### config.mk
export PLATFORM = sky130hd
export DESIGN_NAME = pipe_ripple_adder
export DESIGN_NICKNAME = d
export VERILOG_FILES = /design/src/rtl/pipe_adder_pkg.sv /design/src/rtl/Full_Adder.sv /design/src/rtl/pipe_ripple_adder_seg_adder.sv /design/src/rtl/pipe_ripple_adder.sv
export SDC_FILE = /design/constraint.sdc
export NUM_CORES = 1
export LEC_CHECK = 0
export BUFFER_PORTS_ARGS = -buffer_cell sky130_fd_sc_hd__buf_2
export CAP_MARGIN = 20
export CORE_ASPECT_RATIO = 1.75
export CORE_MARGIN = 4
export CORE_UTILIZATION = 38
export CTS_CLUSTER_SIZE = 8
export DETAILED_ROUTE_END_ITERATION = 10
export GPL_ROUTABILITY_DRIVEN = 0
export PLACE_DENSITY_LB_ADDON = 0.1
export SKIP_LAST_GASP = 1
export SLEW_MARGIN = 20
export SYNTH_ARGS = -nofsm -noshare
export SYNTH_HDL_FRONTEND = slang
export SYNTH_SLANG_ARGS = --single-unit
### constraint.sdc
create_clock -name clk -period 15.12 [get_ports clk]
set_input_delay 2.268 -clock clk [delete_from_list [all_inputs] [get_ports clk]]
set_output_delay 2.268 -clock clk [all_outputs]
set_load 0.02 [all_outputs]
### src/rtl/pipe_adder_pkg.sv
// ============================================================================
// Module      : pipe_adder_pkg
// Description : Shared defaults and operation encoding for the pipelined adder.
// Revision    : 1.0 - initial release
// ============================================================================
`default_nettype none

package pipe_adder_pkg;

  localparam int WIDTH_DEF = 32;
  localparam int SEG_DEF   = 8;

  localparam logic OP_ADD = 1'b0;
  localparam logic OP_SUB = 1'b1;

endpackage : pipe_adder_pkg

`default_nettype wire

### src/rtl/Full_Adder.sv
// ============================================================================
// Module      : Full_Adder
// Description : One-bit full adder cell used to build the ripple segments.
// Revision    : 1.0 - initial release
// ============================================================================
`default_nettype none

module Full_Adder (
  input  logic a,
  input  logic b,
  input  logic cin,
  output logic sum,
  output logic cout
);

  logic w_p;

  assign w_p  = a ^ b;
  assign sum  = w_p ^ cin;
  assign cout = (a & b) | (cin & w_p);

endmodule : Full_Adder

`default_nettype wire

### src/rtl/pipe_ripple_adder_seg_adder.sv
// ============================================================================
// Module      : seg_adder
// Description : Combinational SEG-bit ripple adder; also exposes the carry
//               into its top bit so the last segment can form signed overflow.
// Revision    : 1.0 - initial release
// ============================================================================
`default_nettype none

module seg_adder
  import pipe_adder_pkg::*;
#(
  parameter int SEG = SEG_DEF
) (
  input  logic [SEG-1:0] a,
  input  logic [SEG-1:0] b,
  input  logic           cin,
  output logic [SEG-1:0] s,
  output logic           c_out,
  output logic           c_msb_in
);

  logic [SEG:0] w_c;

  assign w_c[0] = cin;

  for (genvar i = 0; i < SEG; i++) begin : g_bit
    Full_Adder u_fa (
      .a    (a[i]),
      .b    (b[i]),
      .cin  (w_c[i]),
      .sum  (s[i]),
      .cout (w_c[i+1])
    );
  end

  assign c_out    = w_c[SEG];
  assign c_msb_in = w_c[SEG-1];

endmodule : seg_adder

`default_nettype wire

### src/rtl/pipe_ripple_adder.sv
// ============================================================================
// Module      : pipe_ripple_adder
// Description : WIDTH-bit add/subtract, SEG bits per pipeline stage, with a
//               valid/ready handshake and a single global advance enable.
// Revision    : 1.0 - initial release
// ============================================================================
`default_nettype none

module pipe_ripple_adder
  import pipe_adder_pkg::*;
#(
  parameter int WIDTH = WIDTH_DEF,
  parameter int SEG   = SEG_DEF
) (
  input  logic             clk,
  input  logic             rst,
  input  logic             in_valid,
  output logic             in_ready,
  input  logic [WIDTH-1:0] a,
  input  logic [WIDTH-1:0] b,
  input  logic             cin,
  input  logic             sub,
  output logic             out_valid,
  input  logic             out_ready,
  output logic [WIDTH-1:0] sum,
  output logic             cout,
  output logic             ovf
);

  if (SEG < 1) begin : g_bad_seg
    $error("pipe_ripple_adder: SEG must be at least 1");
  end else if ((WIDTH % SEG) != 0) begin : g_bad_width
    $error("pipe_ripple_adder: WIDTH must be a multiple of SEG");
  end

  localparam int STAGES = WIDTH / SEG;

  // Level k feeds stage k; operands shift right so each stage consumes the
  // low SEG bits, while the result accumulates from the top down.
  logic [WIDTH-1:0] r_opa [STAGES];
  logic [WIDTH-1:0] r_opb [STAGES];
  logic             r_cy  [STAGES+1];
  logic             r_v   [STAGES+1];
  logic [WIDTH-1:0] r_acc [1:STAGES];
  logic             r_ovf;

  logic [SEG-1:0]   w_s   [STAGES];
  logic             w_co  [STAGES];
  logic             w_cm  [STAGES];
  logic [WIDTH-1:0] w_acc [STAGES];
  logic             w_en;

  assign w_en     = !(r_v[STAGES] && !out_ready);
  assign in_ready = w_en;

  for (genvar k = 0; k < STAGES; k++) begin : g_stage
    seg_adder #(
      .SEG (SEG)
    ) u_seg (
      .a        (r_opa[k][SEG-1:0]),
      .b        (r_opb[k][SEG-1:0]),
      .cin      (r_cy[k]),
      .s        (w_s[k]),
      .c_out    (w_co[k]),
      .c_msb_in (w_cm[k])
    );

    if (k == 0) begin : g_first
      assign w_acc[k] = WIDTH'(w_s[k]) << (WIDTH - SEG);
    end else begin : g_rest
      assign w_acc[k] = (r_acc[k] >> SEG) | (WIDTH'(w_s[k]) << (WIDTH - SEG));
    end
  end

  always_ff @(posedge clk) begin
    if (rst) begin
      for (int k = 0; k < STAGES; k++) begin
        r_opa[k] <= '0;
        r_opb[k] <= '0;
      end
      for (int k = 0; k <= STAGES; k++) begin
        r_cy[k] <= 1'b0;
        r_v[k]  <= 1'b0;
      end
      for (int k = 1; k <= STAGES; k++) begin
        r_acc[k] <= '0;
      end
      r_ovf <= 1'b0;
    end else if (w_en) begin
      // Subtraction is A + ~B + 1; cin is ignored in that mode.
      r_v[0]   <= in_valid;
      r_opa[0] <= a;
      r_opb[0] <= (sub == OP_SUB) ? ~b : b;
      r_cy[0]  <= (sub == OP_SUB) ? 1'b1 : cin;
      for (int k = 1; k < STAGES; k++) begin
        r_opa[k] <= r_opa[k-1] >> SEG;
        r_opb[k] <= r_opb[k-1] >> SEG;
      end
      for (int k = 1; k <= STAGES; k++) begin
        r_v[k]   <= r_v[k-1];
        r_cy[k]  <= w_co[k-1];
        r_acc[k] <= w_acc[k-1];
      end
      r_ovf <= w_co[STAGES-1] ^ w_cm[STAGES-1];
    end
  end

  assign out_valid = r_v[STAGES];
  assign sum       = r_acc[STAGES];
  assign cout      = r_cy[STAGES];
  assign ovf       = r_ovf;

endmodule : pipe_ripple_adder

`default_nettype wire
==> impl_metrics.toml <==
[outcome]
status = "complete, no violations"

[pwr]
power.leakage_nw = 5.17
ir_worst_vdd_mv = 0.0790
powerDensity_nw_per_um2 = 121

[floorplanning]
die_h_um = 241
core.rowCount = 85
core-area_um2 = 30700
die-area_um2 = 34200
dieWidth_um = 141
io_pins = 106
start_util_pct = 38.5

[hold_path]
holdPathEnd = "ovf"
min_from = "ovf"
worstHoldPathCells = 2
min_path_type = "flip-flop to flip-flop"

[sta]
fmax_mhz = 180
worst_pin_slew_ns = 0.992
fin_setup_tns_ns = 0
min_period_over_period_pct = 36.8
timing.hold.ws_ns = 0.517
rsz0062_at_grt = "false"
slew_viol_final = 0
max_slew_margin_pct = 33.9
setup_viol = 0
skew_ns = 0.0108
period_minus_slack_ns = 5.57
finalHoldViolCount = 0

[drt]
ant_nets = 0
wl_per_cell_um = 16.9
dr.pass1.iters = 4
postRouteWirelength_um = 19500
avgViaCountPerCell = 4.68
dr_total_vias = 5390
drc = 0
drtIter0Drc = 265

[synth]
synth_top_cell_by_area = "edfxtp_1"
synth-xor-area-share_pct = 2.44
async_flop_share_pct = 0
synth-seq-cells = 251
synth_flop_cell = "edfxtp_1"
synth_compound_area_share_pct = 0.0634
ys_seq_area_share_pct = 63.6
syn_avg_cell_area_um2 = 17.1
muxShareOfSynthArea_pct = 0
syn_nets = 794
synth_edf_count = 250
syn_inst = 692
synth_top_family_by_area = "simple AND/OR/NAND/NOR gates"
yosysWarnings = 0
ys_top_cells_by_count = "edfxtp_1 (250), nor3b_2 (130), nor3b_1 (75)"
ys_top_cells_by_area = "edfxtp_1 (63%), nor3b_2 (14%), fa_1 (5.4%)"
yosys.area_share.adder_pct = 5.41
yosysTopAreaCellShare_pct = 63.4
yosys.cell_count.top_type = "edfxtp_1"
synth.distinct_cells = 20
synthesis.area_um2 = 11800
synth-simple-area-share_pct = 21.9

[clock_network]
ctsHoldBuffers = 0
clkLatencyLatePin_ns = 0.49
numClockSinks = 251
cts_max_path_buffers = 3
h-tree-depth = 2
cts_buffers = 37
cts_resized = 0
path_clk_slew_ns = 0.05
cts_tree = "yes"
post_cts_buffers = 0
cts_root_buf = "clkbuf_16"

[place]
dp_hpwl_um = 11400
io_buffers = 105
post_dp_cell_area_um2 = 12300
dp.cells = 1106

[worst_setup_path]
cp_num_buf_inv = 4
cp_slowest_stage_delay_ns = 0.55
cp-start-kind = "input pin"
cp_cell_sequence = "buf_2, nor2b_4, buf_4, inv_1, buf_2"
critical_path.top_delay_family = "buffers and inverters"
arrival_ns = 3.30
cp-end-kind = "output port"
cp_num_cells = 5
cp.required_ns = 12.85
path_max_fanout = 46
ff2ff_path_depth = 12
rr_endpoint = "r_acc[0][127]"
critical_path.most_common_cell = "buf_2"
critPathSlowestCell = "buf_4"
rrSetupSlack_ns = 10.78
worstReg2RegStart = "r_opb[0][64]"
crit_type = "input pin to output port"

[global_route]
grt_pass1_wl_um = 31900
use_met1_pct = 14.3
antenna_found_initial = 0
met2_usage_pct = 20.1
grt_pass1_vias = 6030
grt_max_degree = 100
grt_usage_pct = 11.6
grt.busiest_layer = "met2"
grt.met3_usage_pct = 2.65
grt_overflow = 0

[cells_and_area]
fin_area_um2 = 13300
fin_cells = 1152
area_growth_syn_to_layout_pct = 12.1
layout.nets = 857
drive_above_1_share_pct = 41.5
fin_util_pct = 43.2
n_antenna_cell = 0
fillers = 2750

[flow_run]
cap_viol_max_count = 0
cells in the final DEF, fill, tap and decap left out, types with 7 or more instances in the layout:
cell,synthesis,routed
buf_2,28,104
buf_4,34,9
clkbuf_1,7,7
clkbuf_16,0,37
edfxtp_1,250,250
fa_1,32,32
inv_1,29,29
nor3_1,15,15
nor3_2,30,30
nor3b_1,75,75
nor3b_2,130,130
xnor2_1,32,32
kinds of logic (layout without fill, tap and decap cells):
logic type | after synthesis | count (layout)
AOI/OAI and AO/OA | 1 | 1
xor gates and xnor gates | 33 | 33
adders and majority gates | 32 | 32
buffers and inverters | 121 | 190
DFF | 251 | 251
and+or+nand+nor | 254 | 254
routing by layer:
layer	part of all wire [%]	vias to the layer above
met4	2.5	0
met5	0	-
li1	-	2605
met3	4.6	32
met2	52	109
met1	41	2644
worst max path at each step:
| stage | slack, ns | endpoint | startpoint |
|---|---|---|---|
| 4_1_cts | 9.52 | in_ready | out_ready |
| 5_1_grt | 9.46 | in_ready | out_ready |
| 3_5_place_dp | 9.33 | r_acc[0][131] | rst |
| 3_3_place_gp | 9.46 | r_acc[0][130] | rst |
| 2_1_floorplan | 5.81 | r_acc[0][104] | rst |
| 6_report | 9.55 | in_ready | out_ready |
cell type report:
cell class / instances / area, um^2 / share of cell area (%)
inverters: 29 / 109 / 0.820
flip-flops and latches: 251 / 7530 / 56.7
clock inverters: 1 / 7.51 / 0.0566
multi-input cells: 320 / 3540 / 26.7
clock buffers: 44 / 952 / 7.17
well taps: 391 / 489 / 3.69
repair buffers: 116 / 642 / 4.84
sequential cells by signal (all words and copies together) (netlist names):
register	flops
ovf	1
r_acc	80
r_cy	5
r_opa	80
r_opb	80
r_v	5
power breakdown:
group,switching [mW],internal [mW],leakage (nW)
clock,0.264,0.434,0.464
sequential,0.0106,0.805,2.99
combinational,0.0489,0.0470,1.71
through the flow:
stage          total power, mW  setup slack (ns)
2_1_floorplan            0.902              5.81
6_report                  1.61              9.55
4_1_cts                   1.64              9.52
3_3_place_gp             0.925              9.46
5_1_grt                   1.68              9.46
3_5_place_dp             0.927              9.33
tightest hold or removal path: stages (launching register included):
cell and delay, ns:
dfxtp_1 0.30, nand4bb_1 0.10, o31ai_1 0.07
(Power assumes the default switching activity.)
